`config.mk`:
```
export PLATFORM = sky130hd
export DESIGN_NAME = intersection_arbiter_flat
export DESIGN_NICKNAME = d
export VERILOG_FILES = /design/src/rtl/intersection_arbiter_if.sv /design/src/rtl/intersection_arbiter.sv /design/src/flat_wrapper.sv
export SDC_FILE = /design/constraint.sdc
export NUM_CORES = 1
export LEC_CHECK = 0
export ABC_CLOCK_PERIOD_IN_PS = 2600
export CAP_MARGIN = 10
export CORE_ASPECT_RATIO = 0.9
export CORE_UTILIZATION = 56
export DETAILED_ROUTE_END_ITERATION = 10
export PLACE_DENSITY = 0.87
export SYNTH_ARGS = -nofsm -noshare
export SYNTH_HDL_FRONTEND = slang
export SYNTH_SLANG_ARGS = --single-unit
export TNS_END_PERCENT = 1
```
`constraint.sdc`:
```
create_clock -name clock -period 2.6 [get_ports clock]
set_clock_uncertainty 0.1 [all_clocks]
set_input_delay 0.52 -clock clock [delete_from_list [all_inputs] [get_ports clock]]
set_output_delay 0.52 -clock clock [all_outputs]
set_load 0.05 [all_outputs]
```
`src/rtl/intersection_arbiter_if.sv`:
```
// Signal bundle between the intersection arbiter and its car sensors / signal heads.
// The arbiter sits on the slave side; the sensor/head side drives req.
interface intersection_arbiter_if;
    logic [3:0] req;
    logic [7:0] lights;
    logic [3:0] grant;
    logic [1:0] phase;

    modport master (
        output req,
        input  lights,
        input  grant,
        input  phase
    );

    modport slave (
        input  req,
        output lights,
        output grant,
        output phase
    );
endinterface

```
`src/rtl/intersection_arbiter.sv`:
```
// Round-robin right-of-way for a four-approach intersection.
// Approach 0 is home and rests green when nobody else calls.
module intersection_arbiter #(
    parameter int MIN_GREEN   = 4,
    parameter int MAX_GREEN   = 10,
    parameter int YEL_TIME    = 3,
    parameter int ALLRED_TIME = 2,
    parameter int TW          = 8
) (
    input  logic                 clock,
    input  logic                 clear,
    intersection_arbiter_if.slave bus
);

    typedef enum logic [1:0] {
        ALLRED = 2'd0,
        GREEN  = 2'd1,
        YELLOW = 2'd2
    } state_t;

    localparam logic [TW-1:0] MIN_LAST = TW'(MIN_GREEN - 1);
    localparam logic [TW-1:0] MAX_LAST = TW'(MAX_GREEN - 1);
    localparam logic [TW-1:0] YEL_LAST = TW'(YEL_TIME - 1);
    localparam logic [TW-1:0] AR_LAST  = TW'(ALLRED_TIME - 1);

    state_t        state, state_n;
    logic [1:0]    cur, cur_n;
    logic [1:0]    winner;
    logic [TW-1:0] timer, timer_n;
    logic [TW-1:0] gcnt, gcnt_n;
    logic          other_req;
    logic          gap_out;
    logic          max_out;

    // Search starts just after the current holder; home wins an empty search.
    always_comb begin
        logic [1:0] idx;
        logic       found;
        winner = 2'd0;
        found  = 1'b0;
        idx    = 2'd0;
        for (int k = 1; k <= 4; k++) begin
            idx = cur + 2'(k);
            if (!found && bus.req[idx]) begin
                winner = idx;
                found  = 1'b1;
            end
        end
    end

    always_comb begin
        other_req = |(bus.req & ~(4'b0001 << cur));
        gap_out   = (gcnt >= MIN_LAST) && !bus.req[cur];
        max_out   = (gcnt >= MAX_LAST);
    end

    always_comb begin
        state_n = state;
        cur_n   = cur;
        timer_n = timer;
        gcnt_n  = gcnt;
        unique case (state)
            ALLRED: begin
                if (timer == '0) begin
                    cur_n   = winner;
                    gcnt_n  = '0;
                    state_n = GREEN;
                end else begin
                    timer_n = timer - 1'b1;
                end
            end
            GREEN: begin
                if (gcnt < MAX_LAST) gcnt_n = gcnt + 1'b1;
                if (other_req && (gap_out || max_out)) begin
                    state_n = YELLOW;
                    timer_n = YEL_LAST;
                end
            end
            YELLOW: begin
                if (timer == '0) begin
                    state_n = ALLRED;
                    timer_n = AR_LAST;
                end else begin
                    timer_n = timer - 1'b1;
                end
            end
            default: begin
                state_n = ALLRED;
                timer_n = AR_LAST;
            end
        endcase
    end

    always_ff @(posedge clock) begin
        if (clear) begin
            state <= ALLRED;
            timer <= AR_LAST;
            cur   <= 2'd3;
            gcnt  <= '0;
        end else begin
            state <= state_n;
            timer <= timer_n;
            cur   <= cur_n;
            gcnt  <= gcnt_n;
        end
    end

    // Outputs decode from registers only, never from req.
    always_comb begin
        bus.lights = '0;
        bus.grant  = '0;
        bus.phase  = state;
        unique case (state)
            GREEN: begin
                bus.lights[{cur, 1'b0} +: 2] = 2'd2;
                bus.grant[cur]               = 1'b1;
            end
            YELLOW: begin
                bus.lights[{cur, 1'b0} +: 2] = 2'd1;
                bus.grant[cur]               = 1'b1;
            end
            default: ;
        endcase
    end

endmodule

```
`src/flat_wrapper.sv`:
```
// flat-port wrapper written by rule: the top's interface ports become plain ports
module intersection_arbiter_flat 
#(
    parameter int MIN_GREEN   = 4,
    parameter int MAX_GREEN   = 10,
    parameter int YEL_TIME    = 3,
    parameter int ALLRED_TIME = 2,
    parameter int TW          = 8
)
  (clock, clear, bus_req, bus_lights, bus_grant, bus_phase);
  intersection_arbiter_if bus_i ();
  input  logic clock;
  input  logic clear;
  input wire logic [$bits(bus_i.req)-1:0] bus_req;
  output wire logic [$bits(bus_i.lights)-1:0] bus_lights;
  output wire logic [$bits(bus_i.grant)-1:0] bus_grant;
  output wire logic [$bits(bus_i.phase)-1:0] bus_phase;
  assign bus_i.req = bus_req;
  assign bus_lights = bus_i.lights;
  assign bus_grant = bus_i.grant;
  assign bus_phase = bus_i.phase;
  intersection_arbiter #(.MIN_GREEN(MIN_GREEN), .MAX_GREEN(MAX_GREEN), .YEL_TIME(YEL_TIME), .ALLRED_TIME(ALLRED_TIME), .TW(TW)) u_core (.clock(clock), .clear(clear), .bus(bus_i));
endmodule
```
[Word level (Yosys, flattened, before mapping)]
Index checks and enable logic that the tools add are counted.
Storage, ports and cells
  flip-flop bits (word level): 20
  bits in latches: 0
  memory bits (writable): 0
  ROM bits: 0
  bits of input ports: 6
  output and inout bits: 14
  memories kept: 0
Cells by class
  add/subtract/negate cells: 6
  multipliers: 0
  divide/modulo/power cells: 0
  magnitude comparators: 8
  eq/ne operators: 7
  shift-type cells: 4
  muxes and demuxes: 29
  bitwise gates (word level): 5
  reduce and logical (&&, ||, !) cells: 20
Operators with widths (number)
  two-way mux 8 bit: 5
  case mux 8 bit (2 select lines): 2
  case mux 8 bit (3 select lines): 1
  bitwise AND 8 bit: 2
  variable part select 2 x 5 -> 8 bit (first input constant): 2
  < comparator 2 x 3 -> 1 bit (second input constant): 4
  two-way mux 2 bit: 6
  AND reduction 3 bit: 3
  adder 8 x 1 -> 8 bit (second input constant): 1
  binary-select mux 1 bit (select 2 bit): 4
  greater-or-equal comparator 8 x 2 -> 1 bit (second input constant): 1
  greater-or-equal comparator 8 x 4 -> 1 bit (second input constant): 1
  zero test 8 bit: 1
  < comparator 8 x 4 -> 1 bit (second input constant): 1
  two-way mux 1 bit: 8
  != test 2 x 1 -> 1 bit (second input constant): 4
  variable shift 2 x 5 -> 8 bit (first input constant): 1
  subtractor 8 x 1 -> 8 bit (second input constant): 1
  logical AND 1 bit: 6
  case mux 2 bit (3 select lines): 1
  negation 3 -> 5 bit: 1
  adder 2 bit (second input constant): 2
  bitwise AND 4 bit: 1
  zero test 1 bit: 4
  other kinds (16): 16

[Depth between registers and ports, before layout]
  depth after elaboration: 14
  gate-level depth with buffers: 10

[Worst setup path after synthesis]
No wires, ideal clock.
  path kind: register to output
  from: register u_core.cur[0]
  to: output bus_lights[0]
  data arrival time: 3192 ps
  required time: 1980 ps
  slack: -1212 ps
  stages on the path, launching flop included: 8
  buffers on the path: 3
  cell sequence: dfxtp_1 -> clkbuf_1 -> clkbuf_1 -> inv_1 -> ha_1 -> clkbuf_1 -> nand2b_1 -> nor4_1
On the way
  longest elaborated chain between the ends: 4
  elaborated cells on any way between the ends: 7
  classes of those cells: 1 x add/sub; 3 x shift; 1 x mux; 2 x bitwise
RTL lines
  start: declaration: line intersection_arbiter.sv:27  | logic [1:0] cur, cur_n;
  start signal: assignment: line intersection_arbiter.sv:103  | cur <= cur_n;
  negation 3 -> 5 bit (*): line intersection_arbiter.sv:115, intersection_arbiter.sv:119
  variable part select 2 x 5 -> 8 bit (tied with other cells): line intersection_arbiter.sv:119  | bus.lights[{cur, 1'b0} +: 2] = 2'd1;
  bitwise AND 8 bit (no line)
  case mux 8 bit (2 select lines) (*): line intersection_arbiter.sv:113  | unique case (state)
  end: declaration: line flat_wrapper.sv:15  | output wire logic [$bits(bus_i.lights)-1:0] bus_lights;
Every way passes the cells marked *; elsewhere a longest branch is shown, timed or not.

[Final worst setup path]
  from: register u_core.state[0], in the netlist u_core.bus.phase[0]
  to: output bus_lights[0]
On the way
  longest elaborated chain between the ends: 2
  elaborated cells on any way between the ends: 3
  classes of those cells: 2 x eq/ne; 1 x mux
RTL lines
  start: declaration: line intersection_arbiter.sv:26  | state_t state, state_n;
  start signal: assignment: line intersection_arbiter.sv:101  | state <= state_n;
  equality test 2 bit or equality test 2 x 1 -> 1 bit (tied branches): line intersection_arbiter.sv:113
  case mux 8 bit (2 select lines) (*): line intersection_arbiter.sv:113
Marked as above.

==> results.py <==
metrics = {
    "floorplan": {
        "io_pins": 20,
        "dieArea_um2": 3430,
        "core-area_um2": 3040,
        "die_w_um": 61.6,
        "fp.dieH_um": 55.6,
        "initial_utilization_pct": 58.8,
        "rows": 19,
    },
    "setup_path": {
        "worst-path-buf-inv": 2,
        "end_kind": "output pin",
        "r2r_end": "u_core.gcnt[1]$_SDFFE_PP0P_",
        "r2r_cells": 7,
        "cp.required_ns": 1.98,
        "crit_path_max_incr_delay_ns": 0.40,
        "critical_path_class": "flop to output pin",
        "cp-start-kind": "flop",
        "crit_path_max_fanout": 7,
        "cp.arrival_ns": 1.85,
        "r2r-start": "u_core.timer[0]$_SDFFE_PP1P_",
        "slowest_stage": "dfxtp_2",
        "crit_chain": "inv_1 -> ha_2 -> nand2_1 -> nor4_4 -> buf_12",
        "regToRegSetupSlack_ns": 0.39,
        "crit_family": "simple AND/OR/NAND/NOR gates",
    },
    "layout": {
        "num_antenna_cells": 0,
        "fillers": 240,
        "fin_cells": 276,
        "area_growth_pct": 26.9,
        "drive_gt1_share_pct": 25.2,
        "nets": 258,
        "final_cell_area_um2": 2270,
    },
    "yosys": {
        "yosysMostFrequentCell": "dfxtp_1",
        "synth_common_cells": "dfxtp_1, inv_1, ha_1, nor2_1, nor3_1",
        "synth_edf_count": 0,
        "ys_seq_area_share_pct": 22.4,
        "syn-cell-area_um2": 1790,
        "avgSynthCellArea_um2": 8.28,
        "ys_ff_latch": 20,
        "netlist_top_cells_area": "dfxtp_1, ha_1, nor3_1",
        "ys_warn_count": 0,
        "yosys.area.top_type": "dfxtp_1",
        "yosysTopAreaCellShare_pct": 22.4,
        "synth_nets": 239,
        "ys_types": 61,
        "async_reset_ff_share_pct": 0,
        "syn-instance-count": 216,
        "ys.flop_type": "dfxtp_1",
    },
    "power": {
        "cell_internal_pwr_mw": 1.08,
        "peakVddDrop_v": 0.000592,
        "power_density_nw_per_um2": 953,
        "pwr-share-clk_pct": 12.0,
        "p_comb_share_pct": 67.5,
        "seqPwrFrac_pct": 20.5,
        "swShare_pct": 49.9,
        "switchingPower_mw": 1.08,
        "p_leak_nw": 0.866,
    },
    "timing": {
        "worstMarginPinSlew_ns": 0.500,
        "grt_setup_unrepaired": "false",
        "period_needed_ns": 2.47,
        "report.final.slew_viol_count": 0,
        "tns_ns": 0,
        "relSlewSlack_pct": 66.4,
        "finalCritPeriodShare_pct": 95.1,
        "max_freq_mhz": 404,
        "finalSetupViolations": 0,
        "finalHoldViolations": 0,
    },
    "clocking": {
        "cts_hold_buf": 0,
        "insertion_delay_ns": 0.32,
        "cts_max_level": 1,
        "cts.sinks": 20,
        "post-cts-setup-buffers": 0,
        "numCtsBuffers": 3,
        "clk_pin_slew_ns": 0.13,
        "cts_tree": "done",
        "cts_root_buffer": "clkbuf_4",
        "post_cts_resized": 0,
        "cts_max_path_buffers": 2,
    },
    "global_route": {
        "grt_pass1_wl_um": 7410,
        "grtUsageTotal_pct": 27.8,
        "grt.overflow.total": 0,
        "grt_start_max_net_pins": 20,
        "grt_pass1_vias": 1662,
        "antenna_found_initial": 0,
    },
    "detailed_routing": {
        "firstDrtPassIters": 4,
        "post_drt_wl_per_cell_um": 15.8,
        "drcViolationCount": 0,
        "drtIter0Drc": 157,
        "vias_per_cell": 6.24,
        "num_vias": 1721,
        "postRouteAntennaNets": 0,
        "finalWirelength_um": 4350,
    },
    "place": {
        "portBuffers": 19,
        "place_area_um2": 2210,
        "hpwl_um": 3190,
        "finalWeightedCongestion": 0.855,
        "dp.cells": 272,
    },
    "flow_run": {
        "drv_cap": 0,
    },
    "min_path": {
        "holdCritStartpoint": "u_core.gcnt[6]$_SDFFE_PP0P_",
        "min_delay_worst_endpoint": "u_core.gcnt[6]$_SDFFE_PP0P_",
        "min_path_cells": 1,
        "hold_class": "flop to flop",
    },
    "outcome": {
        "status": "completed",
    },
}
-- final cells by class --
class / count / area [µm²] / area share [%]
clock buffers: 3 / 22.5 / 0.992
clock inverters: 1 / 30.0 / 1.32
inverters: 19 / 75.1 / 3.31
multi-input cells: 162 / 1340 / 58.9
flip-flops and latches: 20 / 404 / 17.8
well taps: 42 / 52.6 / 2.32
repair buffers: 29 / 348 / 15.3
-- how the worst max path moves through the flow --
| stage | from | endpoint | cells past startpoint |
|---|---|---|---|
| final | u_core.bus.phase[0]$_SDFFE_PP0P_ | bus_lights[0] | 5 |
| after detailed placement | bus_req[3] | u_core.timer[3]$_SDFFE_PP0P_ | 6 |
| after global placement | bus_req[3] | u_core.timer[7]$_SDFFE_PP0P_ | 6 |
| after global routing | u_core.bus.phase[0]$_SDFFE_PP0P_ | bus_lights[0] | 5 |
| after floorplan | u_core.cur[0]$_SDFFE_PP1P_ | bus_lights[0] | 7 |
| after CTS | u_core.bus.phase[1]$_SDFFE_PP0P_ | bus_lights[0] | 5 |
-- power by group through the flow --
stage	Combinational, mW	Clock, mW	Sequential, mW
final	1.46	0.259	0.443
after global routing	1.59	0.272	0.452
after floorplan	1.12	0	0.471
after CTS	1.44	0.261	0.437
after global placement	1.38	0	0.437
after detailed placement	1.42	0	0.443
-- kinds of logic after synthesis --
logic type / Yosys count / share of synthesized area [%]
mux: 6 / 4.13
fa+ha+maj: 17 / 11.9
compound gates: 55 / 24.5
flops: 20 / 22.4
buf+inv: 34 / 8.11
simple gates: 84 / 29.0
-- routing by layer --
metal	routed length (µm)	GRT usage, %	vias up
li1	-	-	837
met1	1950	40.0	794
met2	2000	40.9	74
met3	298	6.05	16
met4	95	8.89	0
met5	0	0	-
-- stage by stage --
stage	total power [mW]	setup slack, ns	hold WS, ns	util (%)
floorplan	1.59	0.00424	0.351	-
global placement	1.82	0.119	0.366	72.7
detailed placement	1.86	0.0875	0.373	72.7
CTS	2.13	0.0784	0.397	74.5
global route	2.32	0.0486	0.409	74.6
finish	2.16	0.127	0.397	74.6
-- sequential cells by signal, summed over array words and instances (netlist names) --
name              count
u_core.bus.phase      2
u_core.cur            2
u_core.gcnt           8
u_core.timer          8
-- cell usage in the layout, fill, tap and decap left out, types with 2 or more instances in the layout --
master	Yosys	final
o211ai_1	2	2
nor2_1	17	14
a21oi_1	10	10
nand4_1	4	4
nor2_2	0	3
or3_1	3	3
nand2b_1	6	5
o21ai_1	5	5
buf_4	0	13
mux2i_1	4	4
o311ai_2	2	2
nor4_4	0	2
nand2_1	7	7
and3_1	2	2
o311ai_1	3	3
a211oi_1	7	7
dfxtp_1	20	17
nor3_1	15	12
a41oi_1	2	2
and2_1	6	6
o21ai_0	4	4
dfxtp_2	0	3
nor3b_1	2	2
nor3_4	2	5
nand3_1	4	4
ha_1	17	15
inv_1	18	17
clkdlybuf4s50_1	0	7
clkbuf_4	0	3
nand4b_1	2	2
and3b_1	2	2
buf_12	0	9
o32ai_1	2	2
Power figures use the tool's default switching activity.
